[src/rtl/mba_pkg.sv]
// Shared types and helpers for the iterative radix-4 Modified Booth multiplier.
package mba_pkg;

    typedef enum logic [1:0] {
        ST_IDLE,
        ST_RUN,
        ST_DONE
    } state_t;

    // One recoded Booth digit: magnitude one/two, negated when neg is set.
    typedef struct packed {
        logic neg;
        logic two;
        logic one;
    } booth_t;

    // Window is {b[2k+1], b[2k], b[2k-1]}; 000 and 111 both recode to zero.
    function automatic booth_t booth_encode(input logic [2:0] win);
        booth_t d;
        d.neg = win[2] & ~(win[1] & win[0]);
        d.one = win[1] ^ win[0];
        d.two = (win == 3'b011) || (win == 3'b100);
        return d;
    endfunction

    // Unsigned operands carry two zero MSBs, which needs one extra digit.
    function automatic int num_digits(input int w, input logic sgn);
        return sgn ? (w / 2) : (w / 2 + 1);
    endfunction

endpackage

[src/rtl/mba_r4_pp.sv]
// Booth digit recoder and partial-product selector: pp = d * a_ext, d in {-2..+2}.
module mba_r4_pp
    import mba_pkg::*;
#(
    parameter int W = 8
) (
    input  logic [2:0]   win,
    input  logic [W+1:0] a_ext,
    output logic [W+2:0] pp
);

    booth_t       dig;
    logic [W+2:0] a_sx;
    logic [W+2:0] mag;

    assign dig = booth_encode(win);

    // NOTE: every signal assigned in always_comb gets a default first, so no path leaves it unassigned and no latch is inferred.
    always_comb begin
        a_sx = {a_ext[W+1], a_ext};
        mag  = '0;
        if (dig.two) begin
            mag = {a_ext, 1'b0};
        end else if (dig.one) begin
            mag = a_sx;
        end
        pp = dig.neg ? -mag : mag;
    end

endmodule

[src/rtl/mba_r4_seq.sv]
// Iterative radix-4 Modified Booth multiplier, one digit per clock, valid/ready on both sides.
// Optional `MBA_R4_EARLY_EXIT_EN: finish as soon as the remaining multiplier bits are uniform.
module mba_r4_seq
    import mba_pkg::*;
#(
    parameter int W = 8
) (
    input  logic           clk,
    input  logic           rst,
    input  logic           in_valid,
    output logic           in_ready,
    input  logic           sgn,
    input  logic [W-1:0]   a,
    input  logic [W-1:0]   b,
    output logic           out_valid,
    input  logic           out_ready,
    output logic [2*W-1:0] p,
    output logic           busy
);

    localparam int AW = 2 * W + 2;
    localparam int CW = $clog2(W / 2 + 2);

    state_t         state_q, state_d;
    logic [W+1:0]   a_q, a_d;
    logic [W+2:0]   b_q, b_d;
    logic [AW-1:0]  acc_q, acc_d;
    logic [CW-1:0]  cnt_q, cnt_d;
    logic           sgn_q, sgn_d;
    logic [2*W-1:0] p_q, p_d;
    logic           out_valid_q, out_valid_d;
    logic           in_ready_q, in_ready_d;

    logic [W+2:0]   pp;
    logic [AW-1:0]  pp_sh;
    logic [W+2:0]   b_shift;
    logic [CW-1:0]  cnt_inc;
    logic           run_last;
    logic           accept;

    // b_q holds {b_ext, b[-1]} and shifts right two bits per digit, so the window is always b_q[2:0].
    mba_r4_pp #(.W(W)) u_pp (
        .win   (b_q[2:0]),
        .a_ext (a_q),
        .pp    (pp)
    );

    assign accept  = in_valid & in_ready_q;
    assign cnt_inc = cnt_q + CW'(1);
    assign b_shift = {{2{b_q[W+2]}}, b_q[W+2:2]};
    assign pp_sh   = {{(W-1){pp[W+2]}}, pp} << {cnt_q, 1'b0};

`ifdef MBA_R4_EARLY_EXIT_EN
    // Uniform remaining bits recode to all-zero digits, so the accumulator is already final.
    assign run_last = (cnt_inc == CW'(num_digits(W, sgn_q))) || (b_shift == '0) || (&b_shift);
`else
    assign run_last = (cnt_inc == CW'(num_digits(W, sgn_q)));
`endif

    // NOTE: non-blocking assignments make every flop sample pre-edge values, independent of statement order.
    always_ff @(posedge clk or posedge rst) begin
        if (rst) begin
            state_q     <= ST_IDLE;
            a_q         <= '0;
            b_q         <= '0;
            acc_q       <= '0;
            cnt_q       <= '0;
            sgn_q       <= 1'b0;
            p_q         <= '0;
            out_valid_q <= 1'b0;
            in_ready_q  <= 1'b0;
        end else begin
            state_q     <= state_d;
            a_q         <= a_d;
            b_q         <= b_d;
            acc_q       <= acc_d;
            cnt_q       <= cnt_d;
            sgn_q       <= sgn_d;
            p_q         <= p_d;
            out_valid_q <= out_valid_d;
            in_ready_q  <= in_ready_d;
        end
    end

    always_comb begin
        state_d = state_q;
        case (state_q)
            ST_IDLE: if (accept)    state_d = ST_RUN;
            ST_RUN:  if (run_last)  state_d = ST_DONE;
            ST_DONE: if (out_ready) state_d = ST_IDLE;
            default:                state_d = ST_IDLE;
        endcase
    end

    always_comb begin
        a_d         = a_q;
        b_d         = b_q;
        acc_d       = acc_q;
        cnt_d       = cnt_q;
        sgn_d       = sgn_q;
        p_d         = p_q;
        out_valid_d = out_valid_q;
        in_ready_d  = (state_d == ST_IDLE);
        case (state_q)
            ST_IDLE: begin
                if (accept) begin
                    a_d   = sgn ? {{2{a[W-1]}}, a} : {2'b00, a};
                    b_d   = {(sgn ? {2{b[W-1]}} : 2'b00), b, 1'b0};
                    acc_d = '0;
                    cnt_d = '0;
                    sgn_d = sgn;
                end
            end
            ST_RUN: begin
                acc_d = acc_q + pp_sh;
                cnt_d = cnt_inc;
                b_d   = b_shift;
                if (run_last) begin
                    p_d         = acc_d[2*W-1:0];
                    out_valid_d = 1'b1;
                end
            end
            ST_DONE: begin
                if (out_ready) out_valid_d = 1'b0;
            end
            default: ;
        endcase
    end

    always_comb begin
        in_ready  = in_ready_q;
        out_valid = out_valid_q;
        p         = p_q;
        busy      = (state_q == ST_RUN);
    end

endmodule

[config.mk]
export PLATFORM = sky130hd
export DESIGN_NAME = mba_r4_seq
export DESIGN_NICKNAME = d
export VERILOG_FILES = /design/src/rtl/mba_pkg.sv /design/src/rtl/mba_r4_pp.sv /design/src/rtl/mba_r4_seq.sv
export SDC_FILE = /design/constraint.sdc
export NUM_CORES = 1
export LEC_CHECK = 0
export ABC_AREA = 1
export BUFFER_PORTS_ARGS = -buffer_cell sky130_fd_sc_hd__buf_2
export CELL_PAD_IN_SITES_DETAIL_PLACEMENT = 0
export CELL_PAD_IN_SITES_GLOBAL_PLACEMENT = 1
export CORE_MARGIN = 5
export CORE_UTILIZATION = 39
export CTS_BUF_LIST = sky130_fd_sc_hd__clkbuf_16
export DETAILED_ROUTE_END_ITERATION = 16
export GPL_ROUTABILITY_DRIVEN = 0
export PLACE_DENSITY = 0.82
export REMOVE_ABC_BUFFERS = 1
export SLEW_MARGIN = 0
export SYNTH_ARGS = -nofsm -noshare
export SYNTH_HDL_FRONTEND = slang
export SYNTH_SLANG_ARGS = --single-unit
[constraint.sdc]
create_clock -name clk -period 3.5 [get_ports clk]
set_input_delay 0.525 -clock clk [delete_from_list [all_inputs] [get_ports clk]]
set_output_delay 0.525 -clock clk [all_outputs]
set_load 0.02 [all_outputs]
Word-level counts from Yosys, hierarchy flattened:

Index checks and enable logic that the tools add are counted.

* add/sub/neg operators: 3
* eq/ne operators: 8
* shifts and indexed selects: 1
* multiplexer cells: 19
* bitwise gates (word level): 6
* reductions and logical operators: 10

Operators by type and width (number)
* $mux W11: 4
* $pmux W18 S2: 1
* $pmux W11 S2: 1
* $add A18 B18 Y18: 1
* $mux W18: 1
* $shl A18 B4 Y18: 1
* $neg A11 Y11: 1
* $mux W10: 1
* $mux W2: 4
* $pmux W2 S3: 1
* $pmux W3 S2: 1
* $reduce_and A2 Y1: 3
* $reduce_and A3 Y1: 2
* $logic_not A2 Y1: 2
* $ne A2 B2 Y1 const B: 2
* $reduce_bool A2 Y1: 2
* $add A3 B1 Y3 const B: 1
* $and A1 B1 Y1: 3
* $eq A3 B2 Y1 const B: 1
* $eq A3 B3 Y1: 1
* $eq A3 B3 Y1 const B: 1
* $mux W1: 3
* $mux W3: 1
* $eq A2 B1 Y1 const B: 1
* other kinds (6): 7

* bits in registers: 63
* input bits: 21
* output and inout port bits: 19
* logic and storage cells: 57

Logic depth before layout (Yosys ltp):

Gate-level depths: netlist (run 1).

* depth after elaboration: 8
* gate-level depth with buffers: 29
* gate-level depth less buffers: 29

Modules after synthesis:

From an unflattened synthesis (run 1), not the netlist that was laid out.

* cell total of the unflattened synthesis: 604
* area total of the unflattened synthesis: 4140.2 µm²

Modules (own cells, without submodules)
* mba_r4_seq: times used 1, cells an instance 478, area each 3547.2 µm², sequential area each 1501.4 µm²
* mba_r4_pp: times used 1, cells an instance 126, area each 593.1 µm², sequential area each 0.0 µm²

Least setup slack after synthesis (run 1):

No wires, ideal clock.

* kind: reg2reg
* start: register b_q[0]
* end: register acc_q[10]
* setup time: 122 ps
* data arrival time: 3319 ps
* required time: 3378 ps
* path slack: 59 ps
* cell stages (with the launch flop): 25
* path buffers: 1
* period minus slack after synthesis: 3441 ps
* cell sequence: dfrtp_1 > inv_1 > ha_1 > buf_2 > nand2_1 > inv_1 > nand2_1 > nand3_2 > nor2_4 > nand2_1 > nand3b_1 > a21oi_1 > a31oi_1 > nand2_1 > o21ai_0 > nor2_1 > ha_1 > a21oi_1 > o21ai_0 > a21oi_1 > nor2_1 > o21ai_0 > nand2_1 > or2_2 > a32o_1

* longest elaborated chain between the ends: 8
* elaborated cells between the ends (all ways): 14
* classes of those cells: add/sub (2); eq/ne (2); shift (1); mux (4); bitwise (4); reduce/logical (1)

RTL lines
* from (decl): RTL line mba_r4_seq.sv:26 `logic [W+2:0] b_q, b_d;`
* from (signal assigned): RTL line mba_r4_seq.sv:65 `b_q <= '0;`
* from (signal assigned): RTL line mba_r4_seq.sv:75 `b_q <= b_d;`
* $eq A3 B2 Y1 (tied with other cells): RTL line mba_pkg.sv:22 `d.two = (win == 3'b011) || (win == 3'b100);`
* $logic_or A1 B1 Y1 / $mux W11 (equally long branches): RTL line mba_pkg.sv:22, mba_r4_pp.sv:24
* $mux W11: RTL line mba_r4_pp.sv:22 `if (dig.two) begin`
* $neg A11 Y11: RTL line mba_r4_pp.sv:27 `pp = dig.neg ? -mag : mag;`
* $mux W11 *: RTL line mba_r4_pp.sv:27
* $shl A18 B4 Y18 *: RTL line mba_r4_seq.sv:51 `assign pp_sh = {{(W-1){pp[W+2]}}, pp} << {cnt_q, 1'b0};`
* $add A18 B18 Y18 *: RTL line mba_r4_seq.sv:115 `acc_d = acc_q + pp_sh;`
* $pmux W18 S2 *: RTL line mba_r4_seq.sv:104 `case (state_q)`
* to (signal assigned): RTL line mba_r4_seq.sv:66 `acc_q <= '0;`
* to (signal assigned): RTL line mba_r4_seq.sv:76 `acc_q <= acc_d;`
* to (decl): RTL line mba_r4_seq.sv:27 `logic [AW-1:0] acc_q, acc_d;`

Every way passes the cells marked *; elsewhere a longest branch is shown, timed or not.
A chain may end at the register's enable or synchronous reset.

Worst setup path in the final report (run 1):

Same ends and word-level chain as after synthesis.

==> out/metrics.yaml, run 1 <==
syn_inst: 524
setup.worst_path.start_class: "flop"
cap_violations: 0
cp-end-kind: "flop"
worst_pin_slew_ps: 764.7
die_w_um: 109.5
clock_sink_count: 60
multi_input_area_mm2: 0.002604
hold_class: "in -> async"
cts_buffers: 9
min_period_over_period_pct: 103.6
outcome: "finished with violations"
ys_async_sr_fraction_pct: 100.0
num_rows: 36
dpl.hpwl_um: 7115
clk_path_buf_depth: 2
antenna_found_initial: 0
track_usage_pct: 18.39
htreeDepth: 3
antenna_cells: 0
root_buffer: "clkbuf_16"
ys_seq_area_share_pct: 38.87
die_area_mm2: 0.01199
max-slew-margin-rel_pct: 48.95
areaGrowthSynthToFinish_pct: 43.89
rsz0062_at_grt: "yes"
clock.fmax_ghz: 0.2757
min_period_ps: 3627
setup_ws_ps: -127.3
setup-violations-final: 7
ant_nets: 0
synth_cell_types: 41
yosysTopAreaCellShare_pct: 38.87
wl_per_cell_um: 14.01
insertion_delay_ps: 340
syn-cell-area_mm2: 0.003862
netlist.top_cell.by_area: "dfrtp_1"
finalNetCount: 675
grt_pass1_wl_um: 17320
yosys_warnings: 0
ys_seq_elements: 60
ioPinCount: 40
die_y_um: 109.5
synthTopCellsByArea: "dfrtp_1 39%, nand2_1 18%, o21ai_0 6.2%, ha_1 5.8%, inv_1 4.5%"
utilization_pct: 57.12
worstSetupPathType: "reg -> reg"
grt_max_degree: 38
finalHoldViolCount: 0
synth_most_common_cell: "nand2_1"
seqCellArea_mm2: 0.001501
critPathMaxFanout: 4
cts_tree: "yes"
drc: 0
coreArea_mm2: 0.009729
grt-ovfl-total: 0
post_route_cells_drive_above_1_share_pct: 39.84
fin_skew_ps: 5.838
timing.rr.start: "b_q[0]"
synth_edf_count: 0
viasPerCell: 4.994
violations: "negative setup slack"
drt_iter0_markers: 224
grt_pass1_vias: 3816
start_util_pct: 39.70
drt_pass1_iterations: 4
finalMaxSlewViolations: 0
cp.arrival_ps: 3850
num_vias: 3860
num-fill-cells: 862
port_buffers: 39
avgSynthCellArea_um2: 7.371
clk_pin_slew_ps: 60
wl_um: 10830
synth_common_cells: "184 x nand2_1, 60 x dfrtp_1, 48 x o21ai_0, 46 x inv_1, 29 x nand3_1"
cp.required_ps: 3720
crit_start: "b_q[0]"
cts_hold_buffers: 0
ys.flop_type: "dfrtp_1"
==> metal layers <==
metal | global-route usage (%) | up-vias | part of all wire (%)
met4 | 7.391 | 0 | 2.3
met1 | 23.80 | 1840 | 45
met3 | 4.110 | 18 | 3.6
met2 | 29.82 | 73 | 49
met5 | 0 | - | 0
li1 | - | 1929 | -
==> critical path: stages, from the launching register on <==
cell and delay, ps:
dfrtp_1 420, inv_2 110, ha_4 170, inv_2 40, nand2_2 80, nand2_4 90
nand2_2 80, nand2_2 100, nor2_4 170, nand2_2 70, nand3b_1 160, a21oi_4 80
a31oi_4 170, nand2_1 90, o21ai_2 70, nor2_1 70, ha_1 340, a21oi_2 210
o21ai_2 90, a21oi_2 130, nor2_1 70, o21ai_1 150, nand2_1 90, or2_4 240
a32o_1 220
==> cell type report <==
cell class | count | share of cell area (%)
clock buffer | 9 | 4.052
timing repair buffer | 118 | 14.59
multi-input combinational | 398 | 46.85
sequential | 60 | 27.01
inverter | 48 | 3.287
tap | 133 | 2.994
clock inverter | 7 | 1.216
==> worst paths after layout <==
| check | cells past startpoint | to | slack, ps |
|---|---|---|---|
| hold reg to reg | 2 | p[14] | 460 |
| max in group asynchronous | 3 | a_q[3] | 2370 |
| setup reg to reg | 24 | acc_q[10] | -130 |
| min in group clk | 3 | a_q[4] | 380 |
| setup / recovery | 24 | acc_q[10] | -130 |
| hold / removal | 2 | p[5] | 320 |
==> flip-flops by register name (all words and copies together) (netlist names) <==
name and cells:
out_valid 1, sgn_q 1, acc_q 16, a_q 9
p 16, state_q 2, cnt_q 3, in_ready 1
b_q 11
==> metrics by stage <==
stage               hold slack [ps]  std cells  setup WS, ps  area [µm²]  setup TNS, ps
floorplan                     450.5        506         73.42        3782              0
global placement              456.8        730        -274.9        4534          -1256
CTS                           353.5        763        -19.18        5092         -19.18
finish                        321.9        773        -127.3        5558         -386.4
detailed placement            460.2        730        -314.1        4534          -2775
global route                  397.1        773        -341.3        5558          -2996
==> placed cells by master, fill, tap and decap left out, drive strengths merged, types with 2 or more instances in the layout <==
master    count
dfrtp        60
or2           6
a21oi        19
xor2         11
nand2       194
a32o          3
nand4         3
o22ai         2
clkinv        5
a31oi         4
ha           18
clkinvlp      2
o21ai        52
buf         118
clkbuf        9
a22o          6
nand3        34
nor3          2
inv          47
nor2         28
xnor2         5
==> cell families after synthesis <==
logic type               after synthesis  share of synthesized area, %
AO/OA/AOI/OAI                         93                         13.74
XOR/XNOR                              16                         3.628
adder cells (fa/ha/maj)               19                         6.349
buffers and inverters                 66                         6.738
flip-flops                            60                         38.87
multiplexers                           1                        0.2592
AND/OR/NAND/NOR                      269                         30.42
==> timing repair <==
item                                   in CTS  in global routing
setup endpoints to repair                  16                 18
gates resized for setup                    49                102
buffers inserted                           17                 11
endpoints found under the hold margin       0                  0
pin swaps                                  17                 56
Power of run 1 is left out: the tool's default activity adds up to more than one toggle a clock period on the data nets, which glitch-free logic cannot reach.
==> inputs of run 2 (changes only) <==
--- a/config.mk
+++ b/config.mk
@@ -6,17 +6,19 @@
 export NUM_CORES = 1
 export LEC_CHECK = 0
 export ABC_AREA = 1
-export BUFFER_PORTS_ARGS = -buffer_cell sky130_fd_sc_hd__buf_2
 export CELL_PAD_IN_SITES_DETAIL_PLACEMENT = 0
 export CELL_PAD_IN_SITES_GLOBAL_PLACEMENT = 1
 export CORE_MARGIN = 5
-export CORE_UTILIZATION = 39
+export CORE_UTILIZATION = 42
 export CTS_BUF_LIST = sky130_fd_sc_hd__clkbuf_16
 export DETAILED_ROUTE_END_ITERATION = 16
+export DONT_BUFFER_PORTS = 1
 export GPL_ROUTABILITY_DRIVEN = 0
+export GPL_TIMING_DRIVEN = 0
 export PLACE_DENSITY = 0.82
 export REMOVE_ABC_BUFFERS = 1
 export SLEW_MARGIN = 0
 export SYNTH_ARGS = -nofsm -noshare
 export SYNTH_HDL_FRONTEND = slang
 export SYNTH_SLANG_ARGS = --single-unit
+export TNS_END_PERCENT = 10
==> run 2 against run 1 <==
  * The run still ends with negative setup slack left
  * Sequential cell count unchanged
  * Via count decreased by 8.0%
  * Clock skew is essentially flat
  * Largest cell class unchanged
  * Register-to-register slack hardly changed
  * Critical path depth up 3
  * Final area decreased by 11%
==> out/metrics.yaml, run 2 (synthesis results as in run 1) <==
areaGrowthSynthToFinish_pct: 27.41
slowest_delay_ps: 400
antenna_cells: 0
num_rows: 35
clk_pin_slew_ps: 50
grt_pass1_vias: 3635
outcome: "finished with violations"
drt_pass1_iterations: 4
rsz0062_at_grt: "yes"
setup_tns_ps: -738.0
finalMaxSlewViolations: 0
routed.top_layer: "met4"
grt-ovfl-total: 0
grt_pass1_wl_um: 16820
cts_hold_buffers: 0
min_period_over_period_pct: 103.2
wl_met2_um: 4968
violations: "negative setup slack"
cts_tree: "yes"
clk_path_buf_depth: 2
setup-violations-final: 10
die_y_um: 105.9
holdWs_ps: 139.7
worstSetupPathType: "reg -> reg"
final_cell_mix: "166 x nand2_1, 60 x dfrtp_1, 41 x buf_4, 40 x inv_1, 31 x o21ai_0"
cp.arrival_ps: 3820
seqCellArea_mm2: 0.001501
hold_class: "in -> async"
cp-end-kind: "flop"
wl_um: 10020
timing.rr.start: "b_q[0]"
fin_skew_ps: 6.142
clock_sink_count: 60
wl_met3_um: 483
max-slew-margin-rel_pct: 51.04
fin_area_mm2: 0.004921
cp.required_ps: 3710
cts_buffers: 9
start_util_pct: 42.40
placed_cell_area_mm2: 0.003959
root_buffer: "clkbuf_16"
clock.fmax_ghz: 0.2768
track_usage_pct: 18.31
insertion_delay_ps: 330
die_area_mm2: 0.01121
path_common_cell: "nand2_1"
coreArea_mm2: 0.009109
viasPerCell: 5.247
port_buffers: 0
post_route_cells_drive_above_1_share_pct: 26.15
multi_input_area_mm2: 0.002475
min_period_ps: 3613
cap_violations: 0
finalNetCount: 604
setup.worst_path.start_class: "flop"
wl_per_cell_um: 14.80
setup_ws_ps: -112.6
finalHoldViolCount: 0
die_w_um: 105.9
dpl.hpwl_um: 6450
drt_iter0_markers: 240
ioPinCount: 40
m1WireLength_um: 4407
antenna_found_initial: 0
ant_nets: 0
worst_pin_slew_ps: 732.6
num-fill-cells: 826
drc: 0
num_vias: 3552
final_common_cell: "nand2_1"
crit_slowest_cell: "dfrtp_1"
htreeDepth: 3
critPathMaxFanout: 5
grt_max_degree: 36
reg2reg_depth: 27
crit_start: "b_q[0]"
## run 2: repair_timing
action                                 CTS  global route
setup endpoints to repair               17            22
endpoints found under the hold margin    0             0
buffers inserted                        29            15
pin swaps                               33            52
cloned                                   0             1
gates resized for setup                 66            41
## run 2: area by class of cell
class                   count  area share, %
clock inverters             4         0.4068
multi-input cells         399          50.29
inverters                  48          3.738
flip-flops and latches     60          30.51
well taps                 111          2.822
clock buffers               9          4.577
repair buffers             46          7.653
## run 2: metrics by stage
| step | setup slack, ps | utilization (%) | cells |
|---|---|---|---|
| final | -112.6 | 54.02 | 677 |
| after global routing | -344.5 | 54.02 | 677 |
| after CTS | -34.37 | 50.93 | 661 |
| after detailed placement | -480.6 | 43.46 | 619 |
| after global placement | -1172 | 43.05 | 617 |
| after floorplan | 73.42 | - | 506 |
## run 2: path summary, 6_finish.rpt
kind                                end  slack (ps)
min in group clk                 a_q[3]         310
worst max-delay path              p[15]        -110
worst min-delay path               p[4]         140
max in group asynchronous        b_q[1]        2770
worst max register to register    p[15]        -110
worst min register to register  b_q[10]         480
## run 2: layer usage
metal  track usage, %  up-vias
met4            5.643        0
li1                 -     1787
met2            30.28       74
met5                0        -
met3            4.857       17
met1            23.50     1674
## run 2: worst max-delay path, delay by kind of cell (launching register included)
family,cells,cell delay [ps]
AO/OA/AOI/OAI,6,940
flip-flops,1,400
adder cells (fa/ha/maj),2,430
AND/OR/NAND/NOR,14,1170
buffers and inverters,4,410
XOR/XNOR,1,140
Power of run 2 is left out for the same reason.
